==> src/rtl/rv32i_pkg.sv <==
// rv32i_pkg: shared types for the hazard controller (forward selects, shadow slot record, match helper)
package rv32i_pkg;
  localparam int REG_AW = 5;
  typedef enum logic [1:0] {FWD_NONE = 2'b00, FWD_WB = 2'b01, FWD_MEM = 2'b10} fwd_sel_t;
  typedef struct packed {
    logic              valid;
    logic [REG_AW-1:0] rs1;
    logic [REG_AW-1:0] rs2;
    logic [REG_AW-1:0] rd;
    logic              regwrite;
    logic              load;
  } hz_slot_t;
  // x0 is hardwired to zero, so a write to it never produces a dependency
  function automatic logic writes(hz_slot_t s, logic [REG_AW-1:0] r);
    return s.valid & s.regwrite & (s.rd == r) & (r != '0);
  endfunction
endpackage

==> src/rtl/hazard_shadow_pipe.sv <==
// hazard_shadow_pipe: E/M/W shadow slots mirroring the instructions in flight
// Ports: clk, rst (async, active-high); stall_d/flush_e gate the E slot;
// d_slot is the decode-stage record; e_slot/m_slot/w_slot are the shadow stages.
module hazard_shadow_pipe
  import rv32i_pkg::*;
(
  input  logic     clk,
  input  logic     rst,
  input  logic     stall_d,
  input  logic     flush_e,
  input  hz_slot_t d_slot,
  output hz_slot_t e_slot,
  output hz_slot_t m_slot,
  output hz_slot_t w_slot
);
  always_ff @(posedge clk or posedge rst) begin
    if (rst) begin
      e_slot <= '0;
      m_slot <= '0;
      w_slot <= '0;
    end else begin
      w_slot <= m_slot;
      m_slot <= e_slot;
      if (flush_e) e_slot <= '0;
      else if (!stall_d) e_slot <= d_slot;
    end
  end
endmodule

==> src/rtl/hazard_ctrl_unit.sv <==
// hazard_ctrl_unit: stall/flush/forward control for the five-stage RV32I pipeline
// Ports: clk, rst (async, active-high); decode inputs validD, rs1D, rs2D, RdD,
// regwriteD, resultsrcD; pcsrcE (taken branch in E); outputs stallF, stallD,
// flushD, flushE, forwardAE/forwardBE (fwd_sel_t), forwardAD/forwardBD.
// Macro HAZARD_FWD_EN: enables E-stage forwarding (only load-use stalls);
// without it every RAW on E or M interlocks until the producer reaches W.
module hazard_ctrl_unit
  import rv32i_pkg::*;
#(
  parameter int ADW = REG_AW
) (
  input  logic           clk,
  input  logic           rst,
  input  logic           validD,
  input  logic [ADW-1:0] rs1D,
  input  logic [ADW-1:0] rs2D,
  input  logic [ADW-1:0] RdD,
  input  logic           regwriteD,
  input  logic           resultsrcD,
  input  logic           pcsrcE,
  output logic           stallF,
  output logic           stallD,
  output logic           flushD,
  output logic           flushE,
  output fwd_sel_t       forwardAE,
  output fwd_sel_t       forwardBE,
  output logic           forwardAD,
  output logic           forwardBD
);
  hz_slot_t d_slot, e_slot, m_slot, w_slot;
  logic     hz;
  logic     unused_fields;
  assign d_slot = '{validD, rs1D, rs2D, RdD, regwriteD, resultsrcD};
  hazard_shadow_pipe u_pipe (
    .clk     (clk),
    .rst     (rst),
    .stall_d (stallD),
    .flush_e (flushE),
    .d_slot  (d_slot),
    .e_slot  (e_slot),
    .m_slot  (m_slot),
    .w_slot  (w_slot)
  );
  // register file writes and reads on the same edge, so W must bypass into D
  assign forwardAD = validD & writes(w_slot, rs1D);
  assign forwardBD = validD & writes(w_slot, rs2D);
`ifdef HAZARD_FWD_EN
  assign hz = validD & e_slot.load & (writes(e_slot, rs1D) | writes(e_slot, rs2D));
  assign forwardAE = writes(m_slot, e_slot.rs1) ? FWD_MEM : writes(w_slot, e_slot.rs1) ? FWD_WB : FWD_NONE;
  assign forwardBE = writes(m_slot, e_slot.rs2) ? FWD_MEM : writes(w_slot, e_slot.rs2) ? FWD_WB : FWD_NONE;
  assign unused_fields = ^{m_slot.rs1, m_slot.rs2, m_slot.load, w_slot.rs1, w_slot.rs2, w_slot.load};
`else
  assign hz = validD & (writes(e_slot, rs1D) | writes(e_slot, rs2D) | writes(m_slot, rs1D) | writes(m_slot, rs2D));
  assign forwardAE = FWD_NONE;
  assign forwardBE = FWD_NONE;
  assign unused_fields = ^{e_slot.rs1, e_slot.rs2, e_slot.load, m_slot.rs1, m_slot.rs2, m_slot.load,
                           w_slot.rs1, w_slot.rs2, w_slot.load};
`endif
  // a taken branch squashes the stalled instruction anyway, so it releases the stall
  assign stallF = hz & ~pcsrcE;
  assign stallD = hz & ~pcsrcE;
  assign flushD = pcsrcE;
  assign flushE = hz | pcsrcE;
endmodule
==> config.mk <==
export PLATFORM = sky130hd
export DESIGN_NAME = hazard_ctrl_unit
export DESIGN_NICKNAME = d
export VERILOG_FILES = /design/src/rtl/rv32i_pkg.sv /design/src/rtl/hazard_shadow_pipe.sv /design/src/rtl/hazard_ctrl_unit.sv
export SDC_FILE = /design/constraint.sdc
export NUM_CORES = 1
export LEC_CHECK = 0
export ABC_CLOCK_PERIOD_IN_PS = 2260
export CELL_PAD_IN_SITES_DETAIL_PLACEMENT = 1
export CELL_PAD_IN_SITES_GLOBAL_PLACEMENT = 2
export CORE_MARGIN = 4
export CORE_UTILIZATION = 25
export CTS_BUF_LIST = sky130_fd_sc_hd__clkbuf_4
export DETAILED_ROUTE_END_ITERATION = 6
export PLACE_DENSITY_LB_ADDON = 0.05
export RECOVER_POWER = 50
export REMOVE_ABC_BUFFERS = 1
export SLEW_MARGIN = 20
export SYNTH_ARGS = -nofsm -noshare
export SYNTH_HDL_FRONTEND = slang
export SYNTH_SLANG_ARGS = --single-unit
==> constraint.sdc <==
create_clock -name clk -period 2.26 [get_ports clk]
set_input_delay 0.452 -clock clk [delete_from_list [all_inputs] [get_ports clk]]
set_output_delay 0.452 -clock clk [all_outputs]
set_load 0.05 [all_outputs]
==> flow_summary.json, run 1 <==
{
  "rsz0062_at_grt": "yes",
  "synth.mux.area_fraction": 0,
  "grt_pass1_wl_mm": 4.57,
  "fin_crit_sh": 1.13,
  "p_clk_frac": 0.245,
  "num_vias": 865,
  "cts_inserted_buffers": 3,
  "synth_top_area_share": 0.490,
  "intPower_mw": 0.575,
  "cpMaxStageDelayCell": "or4_4",
  "yosys_warnings": 0,
  "yosys.area.top_type": "dfrtp_1",
  "hold_viol_final": 0,
  "worst_ep_required_time_ns": 1.81,
  "clk_latency_ns": 0.30,
  "ys_seq_area_frac": 0.490,
  "rows": 23,
  "nets": 165,
  "grt_pass1_vias": 927,
  "combPwrFrac": 0.239,
  "wl_mm": 2.81,
  "power_density_nw_per_um2": 465,
  "synth-adder-area-share": 0,
  "tritoncts": "yes",
  "grt_use_total": 0.111,
  "crit_arrival_ns": 2.09,
  "hpwl_mm": 2.19,
  "path_depth": 6,
  "status": "complete, but fails checks",
  "layout-drive-gt1-share": 0.448,
  "fin_ws_ns": -0.287,
  "synth_area_sq_um": 1070,
  "total_power_mw": 0.798,
  "wire_per_inst_um": 14.6,
  "routabilityCongestion": 0.739,
  "htree_levels": 1,
  "firstDrtPassIters": 3,
  "leakage_nw": 0.737,
  "p_sw_frac": 0.279,
  "n_antenna_cell": 0,
  "synthCells": 91,
  "max_clock_freq_mhz": 393,
  "start_kind": "register",
  "grt.overflow.total": 0,
  "dpl_worst_slack_ns": -0.761,
  "synth_seq_cells": 21,
  "rr_worst_depth": 7,
  "cts_hold_buf": 0,
  "cp_cell_sequence": "buf_6, xor2_1, or4_4, nand4_1, nor2b_4, buf_12",
  "cts_root_buffer": "clkbuf_4",
  "path_buf_inv": 2,
  "p_seq_frac": 0.517,
  "tns_ns": -0.846,
  "worst-path-max-fanout": 2,
  "clk_transition_reported_paths_ns": 0.12,
  "clock-sinks": 21,
  "min_path_cells": 0,
  "cpPeakStageDelay_ns": 0.56,
  "min_period_ns": 2.55,
  "hold_path.class": "register to register",
  "timing.hold.ws_ns": 0.390,
  "antenna_found_initial": 0,
  "cap_violations": 0,
  "ant_nets": 0,
  "initial_core_util": 0.263,
  "synth_compound_area_frac": 0.0256,
  "finalSetupViolCount": 4,
  "synth-xor-area-share": 0.245,
  "core-area_sq_um": 4090,
  "vdd_drop_max_v": 0.000220,
  "finClkSkew_ns": 0.00323,
  "regArea_sq_um": 526,
  "io_pins": 31,
  "synthToLayoutAreaGrowth_pct": 59.8,
  "clk_path_buf_depth": 2,
  "viasPerCell": 4.48,
  "synth_top_family_by_area": "XOR/XNOR gates",
  "yosys-top-cells-area": "dfrtp_1, xnor2_1, xor2_1",
  "portBuffers": 25,
  "grt_util_met3": 0.0301,
  "grt_start_max_net_pins": 22,
  "finalMaxSlewViolations": 0,
  "dieWidth_um": 73.5,
  "remaining_drc_errors": 0,
  "endpoint_kind": "output port",
  "die_h_um": 73.5,
  "path_delay_family": "simple AND/OR/NAND/NOR gates",
  "drt_iter0_markers": 13,
  "p_sw_mw": 0.223,
  "nFillCells": 451,
  "met1_usage": 0.136,
  "multi_input_area_sq_um": 596,
  "synth_area_per_cell_sq_um": 11.8,
  "grt-busiest-layer": "met2",
  "worstSetupPathType": "register to output port",
  "violations": "setup timing",
  "die-area_sq_um": 5410,
  "post_synth_num_cell_types": 18,
  "use_met2": 0.195,
  "yosys.area_share.simple": 0.188
}
-- logic make-up after synthesis --
group	count (synthesis)
AOI/OAI and AO/OA	1
xor gates and xnor gates	30
buffers and inverters	8
DFF	21
other	1
and+or+nand+nor	30
-- final cells by class --
type,instances,share of cell area
multi-input combinational,65,0.347
sequential,21,0.306
timing repair buffer,51,0.288
tap,50,0.0365
clock buffer,4,0.0175
inverter,2,0.00438
-- cell usage after synthesis --
cell      number
nand3_1        1
nand4_1        6
nor3b_1        6
xnor2_1       20
dfrtp_1       21
buf_4          6
a41oi_4        1
xor2_1        10
or2_1          1
nand2b_1       1
nor4_1         2
or4_4          3
or4_1          4
nor2b_1        1
nor2_1         3
nand2_1        2
inv_1          2
conb_1         1
-- state kept, by name, indices dropped and copies added (netlist names) --
signal and cells:
u_pipe.m_slot 7, u_pipe.e_slot 7, u_pipe.w_slot 7
-- metal layers --
metal	up-vias	wire, um
met1	428	1200
li1	405	-
met2	26	1410
met3	6	165
met5	-	0
met4	0	40
-- power groups by stage --
stage	combinational [mW]	sequential [mW]	clock, mW
after CTS	0.186	0.412	0.201
after global placement	0.169	0.420	0
final	0.190	0.412	0.195
after floorplan	0.0778	0.416	0
after detailed placement	0.171	0.421	0
after global routing	0.207	0.415	0.214
-- metrics by stage --
stage                      util  instance area (sq um)  instances
final                     0.420                   1720        193
after global routing      0.420                   1720        193
after CTS                 0.411                   1680        192
after detailed placement  0.381                   1560        182
after global placement    0.381                   1560        182
after floorplan               -                   1040         88
-- cells in the final DEF, fill, tap and decap left out, types with 4 or more instances in the layout --
cell,count
buf_12,6
buf_2,5
buf_4,22
buf_6,6
clkbuf_4,4
clkdlybuf4s50_1,8
conb_1,4
dfrtp_1,21
nand4_1,6
nor3b_1,6
or4_4,7
xnor2_1,17
xor2_1,10
-- path summary, 6_finish.rpt --
kind,startpoint,end,slack (ns)
max reg2reg,u_pipe.m_slot[2],u_pipe.e_slot[6],0.47
min,u_pipe.m_slot[1],u_pipe.w_slot[1],0.39
max,u_pipe.m_slot[5],stallD,-0.29
min reg2reg,u_pipe.m_slot[1],u_pipe.w_slot[1],0.39
max in group asynchronous,rst,u_pipe.m_slot[2],1.57
min in group asynchronous,rst,u_pipe.e_slot[1],0.46
-- timing repair --
action                                  CTS  global route
pin swaps                                11            13
buffers inserted                          6             2
resized for setup                        54            12
endpoints found under the setup margin    5             5
No activity file was read; power rests on OpenSTA's default activity.
==> inputs of run 2 (changes only) <==
--- a/config.mk
+++ b/config.mk
@@ -9,12 +9,11 @@
 export CELL_PAD_IN_SITES_DETAIL_PLACEMENT = 1
 export CELL_PAD_IN_SITES_GLOBAL_PLACEMENT = 2
 export CORE_MARGIN = 4
-export CORE_UTILIZATION = 25
+export CORE_UTILIZATION = 31
 export CTS_BUF_LIST = sky130_fd_sc_hd__clkbuf_4
 export DETAILED_ROUTE_END_ITERATION = 6
 export PLACE_DENSITY_LB_ADDON = 0.05
 export RECOVER_POWER = 50
-export REMOVE_ABC_BUFFERS = 1
 export SLEW_MARGIN = 20
 export SYNTH_ARGS = -nofsm -noshare
 export SYNTH_HDL_FRONTEND = slang
==> run 2 against run 1 <==
Compared with the run above: the run still ends with setup timing left; sequential power is essentially flat; clock skew is 0.0012 ns lower; global-route usage rose by 3.4 points; final cell count rose by 2.6%; register-to-register slack lost 0.64 ns; worst setup slack worse by 0.059 ns; critical path type unchanged; largest cell class unchanged; largest power group unchanged.
==> flow_summary.json, run 2 (synthesis gave the netlist of run 1 again) <==
{
  "vdd_drop_max_v": 0.000214,
  "nets": 174,
  "cp_cell_sequence": "xnor2_2, nand4_1, or4_4, nand4_1, nor2b_4, buf_12",
  "dieWidth_um": 66.8,
  "max_clock_freq_mhz": 384,
  "final_common_cell": "buf_4",
  "leakage_nw": 0.802,
  "min_period_ns": 2.61,
  "crit_top_cell": "nand4_1",
  "min_path_cells": 0,
  "path_delay_family": "simple AND/OR/NAND/NOR gates",
  "antenna_found_initial": 0,
  "violations": "setup timing",
  "rows": 21,
  "timing.hold.ws_ns": 0.388,
  "stdcell_area_sq_um": 1790,
  "num_vias": 872,
  "finalMaxSlewViolations": 0,
  "grt_pass1_vias": 978,
  "hold_viol_final": 0,
  "cts_inserted_buffers": 3,
  "hpwl_mm": 2.20,
  "initial_core_util": 0.322,
  "cts_hold_buf": 0,
  "reg_top3": "u_pipe.e_slot (7), u_pipe.m_slot (7), u_pipe.w_slot (7)",
  "placed_area_sq_um": 1550,
  "n_antenna_cell": 0,
  "routabilityCongestion": 0.780,
  "wire_per_inst_um": 15.3,
  "fin_crit_sh": 1.15,
  "die-area_sq_um": 4470,
  "cpPeakStageDelay_ns": 0.56,
  "reg2reg_slack_ns": -0.17,
  "finClkSkew_ns": 0.00206,
  "fin_ws_ns": -0.346,
  "endpoint_kind": "output port",
  "rsz0062_at_grt": "yes",
  "grt_use_total": 0.145,
  "synthToLayoutAreaGrowth_pct": 67.0,
  "tritoncts": "yes",
  "worst-path-max-fanout": 3,
  "core-area_sq_um": 3340,
  "portBuffers": 25,
  "grt_start_max_net_pins": 22,
  "worst_ep_required_time_ns": 1.81,
  "cts_root_buffer": "clkbuf_4",
  "layout_common_cells": "buf_4, dfrtp_1, xnor2_1, xor2_1",
  "layout-drive-gt1-share": 0.526,
  "hold_path.class": "register to register",
  "clk_transition_reported_paths_ns": 0.11,
  "total_power_mw": 0.806,
  "finalSetupViolCount": 4,
  "reg2reg_from": "u_pipe.e_slot[2]",
  "hold_end": "u_pipe.w_slot[17]",
  "io_pins": 31,
  "rr_worst_depth": 14,
  "grt.overflow.total": 0,
  "ant_nets": 0,
  "rr_endpoint": "u_pipe.e_slot[17]",
  "wl_mm": 3.04,
  "clk_path_buf_depth": 2,
  "start_kind": "register",
  "firstDrtPassIters": 3,
  "crit_arrival_ns": 2.15,
  "clock-sinks": 21,
  "hp-start": "u_pipe.m_slot[17]",
  "remaining_drc_errors": 0,
  "power_density_nw_per_um2": 449,
  "drt_iter0_markers": 23,
  "viasPerCell": 4.40,
  "clk_latency_ns": 0.29,
  "cap_violations": 0,
  "cpMaxStageDelayCell": "or4_4",
  "path_depth": 6,
  "status": "complete, but fails checks",
  "die_h_um": 66.8,
  "grt_pass1_wl_mm": 4.64,
  "worstSetupPathType": "register to output port",
  "path_buf_inv": 1,
  "htree_levels": 1
}
-- run 2: what timing repair did --
item                                    CTS  global route
endpoints found under the setup margin    5             5
setup buffers                            13             5
gates resized for setup                  47            12
pin swaps                                19            14
-- run 2: layout make-up --
cell class	count	area [sq um]
Multi-Input combinational cell	65	636
Clock buffer	4	30.0
Fill cell	378	1540
Tap cell	46	57.6
Timing Repair Buffer	60	534
Inverter	2	7.51
Sequential cell	21	528
-- run 2: worst max-delay path by stage --
stage,from,to,slack [ns]
detailed placement,rs2D[3],stallF,-0.56
CTS,u_pipe.e_slot[2],stallF,-0.37
global placement,rs2D[3],flushE,-0.60
finish,u_pipe.e_slot[2],stallF,-0.35
floorplan,rs1D[3],forwardAD,-0.16
global route,u_pipe.m_slot[6],stallF,-0.44
-- run 2: power breakdown --
part           switching (mW)  internal [mW]  total [mW]  leakage, nW
Combinational          0.0946          0.107       0.201        0.516
Sequential             0.0192          0.396       0.415        0.268
Clock                   0.109         0.0807       0.190       0.0184
Total                   0.223          0.583       0.806        0.802
-- run 2: stage by stage --
| step | TNS, ns | utilization | cells | worst slack [ns] |
|---|---|---|---|---|
| 2_1_floorplan | -0.175 | - | 94 | -0.158 |
| 3_3_place_gp | -3.56 | 0.464 | 176 | -0.601 |
| 3_5_place_dp | -3.27 | 0.464 | 176 | -0.559 |
| 4_1_cts | -1.54 | 0.526 | 193 | -0.367 |
| 5_1_grt | -1.64 | 0.537 | 198 | -0.444 |
| 6_report | -1.23 | 0.537 | 198 | -0.346 |
-- run 2: worst reg2reg max path, delay by kind of cell (launching register included) --
kind | cells | cell delay (ns)
and+or+nand+nor | 4 | 0.86
buffers and inverters | 9 | 0.84
xor gates and xnor gates | 1 | 0.16
DFF | 1 | 0.47
-- run 2: layer usage --
layer  wire length [um]  global-route usage
met5                  0                   0
met4                 15              0.0457
met3                114              0.0202
met2               1640               0.275
met1               1270               0.166
